<file path="src/rtl/dmem_arbiter.sv">
// Round-robin arbiter sharing the single-port data memory between the MEM stage
// (core port) and the debug/loader port; stalls the core and counts debug conflicts.
module dmem_arbiter #(
   parameter int DATA_W = 32,
   parameter int ADDR_W = 9,
   parameter int CNT_W  = 16
) (
   input  logic              clk,
   input  logic              reset,
   input  logic              core_req,
   input  logic              core_we,
   input  logic [ADDR_W-1:0] core_addr,
   input  logic [DATA_W-1:0] core_wdata,
   output logic [DATA_W-1:0] core_rdata,
   output logic              core_stall,
   input  logic              dbg_req,
   input  logic              dbg_we,
   input  logic [ADDR_W-1:0] dbg_addr,
   input  logic [DATA_W-1:0] dbg_wdata,
   output logic              dbg_gnt,
   output logic              dbg_rvalid,
   output logic [DATA_W-1:0] dbg_rdata,
   output logic              mem_wr,
   output logic              mem_rd,
   output logic [ADDR_W-1:0] mem_addr,
   output logic [DATA_W-1:0] mem_wr_data,
   input  logic [DATA_W-1:0] mem_rd_data,
   output logic [CNT_W-1:0]  conflict_cnt
);

   typedef enum logic [1:0] {IDLE, CORE_RD, DBG_RD} state_t;
   typedef enum logic {GNT_CORE, GNT_DBG} grant_t;

   state_t state, state_nx;
   grant_t last_grant, last_grant_nx;
   logic   core_win, dbg_win, cnt_inc;

   // All outputs are forced low while reset is high, independent of state.
   always_comb begin
      state_nx      = state;
      last_grant_nx = last_grant;
      core_win      = 1'b0;
      dbg_win       = 1'b0;
      cnt_inc       = 1'b0;
      mem_wr        = 1'b0;
      mem_rd        = 1'b0;
      mem_addr      = '0;
      mem_wr_data   = '0;
      core_stall    = 1'b0;
      core_rdata    = '0;
      dbg_gnt       = 1'b0;
      dbg_rvalid    = 1'b0;
      dbg_rdata     = '0;
      if (!reset) begin
         case (state)
            IDLE: begin
               core_win = core_req & (~dbg_req | (last_grant == GNT_DBG));
               dbg_win  = dbg_req & ~core_win;
               if (core_win) begin
                  mem_wr        = core_we;
                  mem_rd        = ~core_we;
                  mem_addr      = core_addr;
                  mem_wr_data   = core_wdata;
                  last_grant_nx = GNT_CORE;
                  if (!core_we) state_nx = CORE_RD;
               end else if (dbg_win) begin
                  mem_wr        = dbg_we;
                  mem_rd        = ~dbg_we;
                  mem_addr      = dbg_addr;
                  mem_wr_data   = dbg_wdata;
                  dbg_gnt       = 1'b1;
                  last_grant_nx = GNT_DBG;
                  if (!dbg_we) state_nx = DBG_RD;
               end
               // A store granted this cycle completes immediately; everything else waits.
               core_stall = core_req & ~(core_win & core_we);
               cnt_inc    = core_req & dbg_win;
            end
            CORE_RD: begin
               core_rdata = mem_rd_data;
               state_nx   = IDLE;
            end
            DBG_RD: begin
               dbg_rvalid = 1'b1;
               dbg_rdata  = mem_rd_data;
               core_stall = core_req;
               cnt_inc    = core_req;
               state_nx   = IDLE;
            end
            default: state_nx = IDLE;
         endcase
      end
   end

   always_ff @(posedge clk) begin
      if (reset) begin
         state        <= IDLE;
         last_grant   <= GNT_DBG;
         conflict_cnt <= '0;
      end else begin
         state      <= state_nx;
         last_grant <= last_grant_nx;
         if (cnt_inc && (conflict_cnt != '1))
            conflict_cnt <= conflict_cnt + CNT_W'(1);
      end
   end

endmodule

</file>
<file path="config.mk">
export PLATFORM = sky130hd
export DESIGN_NAME = dmem_arbiter
export DESIGN_NICKNAME = d
export VERILOG_FILES = /design/src/rtl/dmem_arbiter.sv
export SDC_FILE = /design/constraint.sdc
export NUM_CORES = 1
export LEC_CHECK = 0
export CORE_AREA = 4 4 94 96
export DETAILED_ROUTE_END_ITERATION = 8
export DIE_AREA = 0 0 98 100
export PLACE_DENSITY_LB_ADDON = 0.1
export SLEW_MARGIN = 10
export SYNTH_ARGS = -nofsm -noshare
export SYNTH_HDL_FRONTEND = slang
export SYNTH_SLANG_ARGS = --single-unit
</file>
<file path="constraint.sdc">
create_clock -name clk -period 4.35 [get_ports clk]
set_clock_uncertainty 0.2 [all_clocks]
set_input_delay 0.6525 -clock clk [delete_from_list [all_inputs] [get_ports clk]]
set_output_delay 0.6525 -clock clk [all_outputs]
set_load 0.005 [all_outputs]
</file>
* Word level (Yosys, flattened, before mapping)
Cells that the tools add are included.
Storage, ports and cells: bits in registers 19, output and inout bits 126, logic and storage cells 63
Operators by class: bitwise gates (word level) 12, multiplexer cells 36, equality and inequality tests 5, add/sub/neg operators 1, reductions and logical operators 6
Operators with widths (number):
- $mux W32 | 8
- $mux W9 | 4
- $mux W1 | 18
- $add A16 B1 Y16 const B | 1
- $ne A16 B16 Y1 const B | 1
- $mux W2 | 4
- $not A1 Y1 | 6
- $and A1 B1 Y1 | 5
- $pmux W1 S2 | 2
- $reduce_and A3 Y1 | 1
- $eq A2 B1 Y1 const B | 1
- $eq A2 B2 Y1 const B | 1
- $logic_not A2 Y1 | 1
- $ne A2 B1 Y1 const B | 1
- $ne A2 B2 Y1 const B | 1
- $reduce_and A2 Y1 | 1
- $reduce_bool A2 Y1 | 1
- $reduce_or A2 Y1 | 1
- $logic_and A1 B1 Y1 | 1
- $or A1 B1 Y1 | 1

* Logic depth before layout (Yosys ltp)
word-level depth 9, mapped depth 6

* Worst setup path before layout
No wires, ideal clock.
kind input port to output port, start point input port reset, end point output port mem_wr_data[10], path slack 1929 ps, stages on the path 5, data arrival time 1568 ps, path buffers 1, required time 3497 ps, cell sequence inv_1 > nand2_1 > nor2_1 > clkbuf_1 > a22o_1
On the way: cells in the longest elaborated chain, start to end 1
Ends and longest elaborated chain:
- start, declared | RTL line 9 | input logic reset,
- $mux W32 | RTL line 54 | if (!reset) begin
- end, declared | RTL line 26 | output logic [DATA_W-1:0] mem_wr_data,
Every way passes these cells.

* Final worst setup path
start point input port reset, end point output port mem_wr_data[6]
Same word-level chain as after synthesis.

==> results.txt <==
----------------------------------------------------
[Status]
  Result of the run ... completed

[Timing]
  Unrepaired setup endpoints after global routing ... no
  Final cycle utilization of the critical path ... 0.862
  Total Negative Setup Slacks ... 0 ns
  Transition at the pin with the smallest max-transition slack ... 0.790 ns
  Max Clock Freq ... 267 MHz
  Count of endpoints failing hold in the final timing report ... 0
  Setup Viol. Count Final ... 0
  Final-report max-slew violation count ... 0
  Remaining max-slew budget at the tightest pin ... 0.470
  Tmin final ... 3.75 ns

[Cells and area]
  Reg area ... 380 um2
  Core utilization of the finished layout ... 0.564
  Area taken by multi-input logic gates ... 1470 um2
  Number of nets in the layout ... 603
  Post-route cell area ... 4540 um2
  Antenna diodes ... 0
  Fraction of final layout cells sized beyond drive strength 1 ... 0.0457
  Area added between synthesis and finish ... 135%
  Fill count ... 770

[Run]
  Number of max-cap violations ... 0

[Floorplan]
  DIE WIDTH ... 98 um
  Floorplan die area ... 9800 um2
  Number of ports placed on the die boundary ... 246
  Die Y ... 100 um
  Number of placement rows ... 33
  Initial core utilization ... 0.240
  Core Region ... 8050 um2

[Critical path]
  Delay contributed by the slowest stage of the critical path ... 0.55 ns
  Endpoint arrival time on the critical path ... 2.90 ns
  Slowest stage cell, crit path ... sky130_fd_sc_hd__clkdlybuf4s50_1
  Peak fanout along the critical path ... 20
  WP data required ... 3.50 ns
  Beginning of the critical path ... reset
  Top Family by Delay on Critical Path ... buffers and inverters
  Count of buffering cells on the critical path with inverters included ... 4
  Capturing element type of the critical path ... output port
  Most frequent cell on the critical path ... sky130_fd_sc_hd__clkdlybuf4s50_1
  Category of the most critical setup path ... primary input to output port
  Category of the worst setup path launch point ... primary input
  RR Startpoint ... conflict_cnt[0]$_SDFFE_PP0P_
  Cell-by-cell trace of the critical path ... clkdlybuf4s50_1, inv_1, nand2_1, nor2_2, buf_4, a22o_1, clkdlybuf4s50_1

[Clock tree]
  Clock buffer depth ... 2
  Setup Buffers After CTS ... 0
  Number of buffers created by CTS ... 3
  Number of gates resized after CTS ... 0
  Skew-Pair Late Insertion Delay ... 0.26 ns
  CTS sink cnt ... 19
  Clock tree from TritonCTS ... done
  Clock transition at path regs ... 0.07 ns
  Quantity of hold-fixing buffers added after cts ... 0
  Number of levels in the clock H-tree ... 1
  Root Buffer Master ... sky130_fd_sc_hd__clkbuf_8

[Worst hold path]
  Hold Crit Class ... flip-flop to flip-flop
  Hold_sp ... conflict_cnt[14]$_SDFFE_PP0P_

[Detailed routing]
  Vias/cell ... 4.88
  Drt first pass iters ... 4
  Number of nets with antenna violations after routing ... 0
  Wire length after detailed routing ... 11.3 mm
  Total via count after detailed routing ... 2860
  Remaining design rule violation count ... 0
  WL/cell ... 19.2 um
  Initial detailed-routing violation count ... 116

[Synthesis]
  Average instance area after synthesis ... 7.89 um2
  Most area-hungry cell type in the Yosys netlist ... sky130_fd_sc_hd__and2_1
  Cell variety after synth ... 46
  Number of cells produced by synthesis ... 245
  Number of flops mapped to enable cells by yosys ... 0
  Syn Nets ... 366
  Area share of the leading cell type in the synthesized netlist ... 0.207
  Sequential element share of the synthesized area ... 0.197
  Most instantiated cells after synthesis ... sky130_fd_sc_hd__and2_1 (64), sky130_fd_sc_hd__a22o_1 (41), sky130_fd_sc_hd__dfxtp_1 (19), sky130_fd_sc_hd__clkbuf_1 (14), sky130_fd_sc_hd__nor2_1 (11)
  Largest cells by area after synthesis ... sky130_fd_sc_hd__and2_1 (21%), sky130_fd_sc_hd__dfxtp_1 (20%), sky130_fd_sc_hd__a22o_1 (19%)
  Most frequent cell after synthesis ... sky130_fd_sc_hd__and2_1
  Register bit total from synthesis ... 19
  Post-synth design cell area ... 1930 um2
  Dominant register cell in the synthesized netlist ... sky130_fd_sc_hd__dfxtp_1
  Yosys warning count ... 0
  Share of synthesized flip-flops with an asynchronous set or reset ... 0

[Global route]
  Layer with the highest usage after global routing ... met2
  Number of global-route vias before repair ... 2636
  Met2 track utilization from global routing ... 0.348
  Number of antenna violations at the first check in global routing ... 1
  Met3 Track Usage GR ... 0.0737
  Total routing resource utilization after global routing ... 0.209
  Overflow left after global routing ... 0
  Maximum number of pins on one net before global-route repair ... 43
  Met1 layer usage reported by global route ... 0.265
  Wire length of the first global-routing pass ... 16.1 mm

[Power]
  Ratio of total power to cell area ... 128 nW/um2
  Peak supply drop ... 0.137 mV
  Leakage power of the design ... 0.00167 uW

[Placement]
  Gp weighted congestion ... 0.877
  Placed wire-length estimate ... 9.37 mm
  Port Buffers ... 245
  Total placed instance area ... 4500 um2

----------------------------------------------------
## kinds of logic (layout without fill, tap and decap cells)
| family | after synthesis | count (layout) | synth area share |
|---|---|---|---|
| buf+inv | 23 | 259 | 0.0492 |
| fa+ha+maj | 1 | 1 | 0.00647 |
| mux | 5 | 5 | 0.0291 |
| flops | 19 | 19 | 0.197 |
| simple gates | 126 | 126 | 0.410 |
| compound gates | 71 | 71 | 0.308 |
## cell type report
| cell class | instances | share of cell area |
|---|---|---|
| Multi-Input combinational cell | 203 | 0.324 |
| Tap cell | 105 | 0.0289 |
| Timing Repair Buffer | 251 | 0.550 |
| Clock buffer | 3 | 0.00909 |
| Clock inverter | 1 | 0.00110 |
| Inverter | 4 | 0.00330 |
| Sequential cell | 19 | 0.0837 |
## metal layers
metal / up-vias / share of wire
met2: 141 / 0.49
met4: 2 / 0.0098
met5: - / 0.0012
met1: 1317 / 0.40
met3: 12 / 0.10
li1: 1388 / -
## placed cells by master (no fill, tap or decap), drive strengths merged
cell             n
a2111oi          1
a21boi           1
a21oi            9
a221o            1
a22o            41
a311o            1
a31oi            1
and2            64
and2b            1
and3             3
and4             1
buf              6
clkbuf           3
clkdlybuf4s50  245
clkinv           1
dfxtp           19
ha               1
inv              4
mux2             5
nand2           10
nand2b           1
nand3            5
nand4            3
nor2            11
nor2b            5
nor3             3
nor3b            3
nor4             4
nor4b            1
o2111ai          1
o21ai            4
o22a             1
o311ai           2
o31ai            4
o41ai            4
or2              2
or3              1
or3b             1
or4              7
## registers in the layout (all words and copies together) (netlist names)
| register | cells |
|---|---|
| conflict_cnt | 16 |
| state | 2 |
| last_grant | 1 |
## per-stage QoR
step           hold WS [ns]  total power [uW]  setup WS [ns]  cells
2_1_floorplan         0.284               251           1.93    245
3_3_place_gp          0.296               457          0.672    582
3_5_place_dp          0.299               457          0.622    582
4_1_cts               0.312               587          0.605    586
5_1_grt               0.372               610          0.456    586
6_report              0.320               584          0.600    586
## worst paths after layout
check                                                endpoint  cells after the start  slack (ns)
worst min-delay path            conflict_cnt[14]$_SDFFE_PP0P_                      2        0.32
worst max register to register   conflict_cnt[9]$_SDFFE_PP0P_                      5        1.85
worst min register to register  conflict_cnt[14]$_SDFFE_PP0P_                      2        0.32
worst max-delay path                           mem_wr_data[6]                      7        0.60
## power breakdown
part           leakage (uW)  switching, uW  total [uW]  internal (uW)
clock             0.0000255           63.8         128           63.8
combinational       0.00149           88.9         278            189
sequential         0.000154           2.56         178            176
total               0.00167            155         584            428
## worst min-delay path: cells and delay by family, from the launching register on
kind | cells | cell delay, ns
compound gates | 2 | 0.13
flops | 1 | 0.35
No activity file was read; power rests on OpenSTA's default activity.
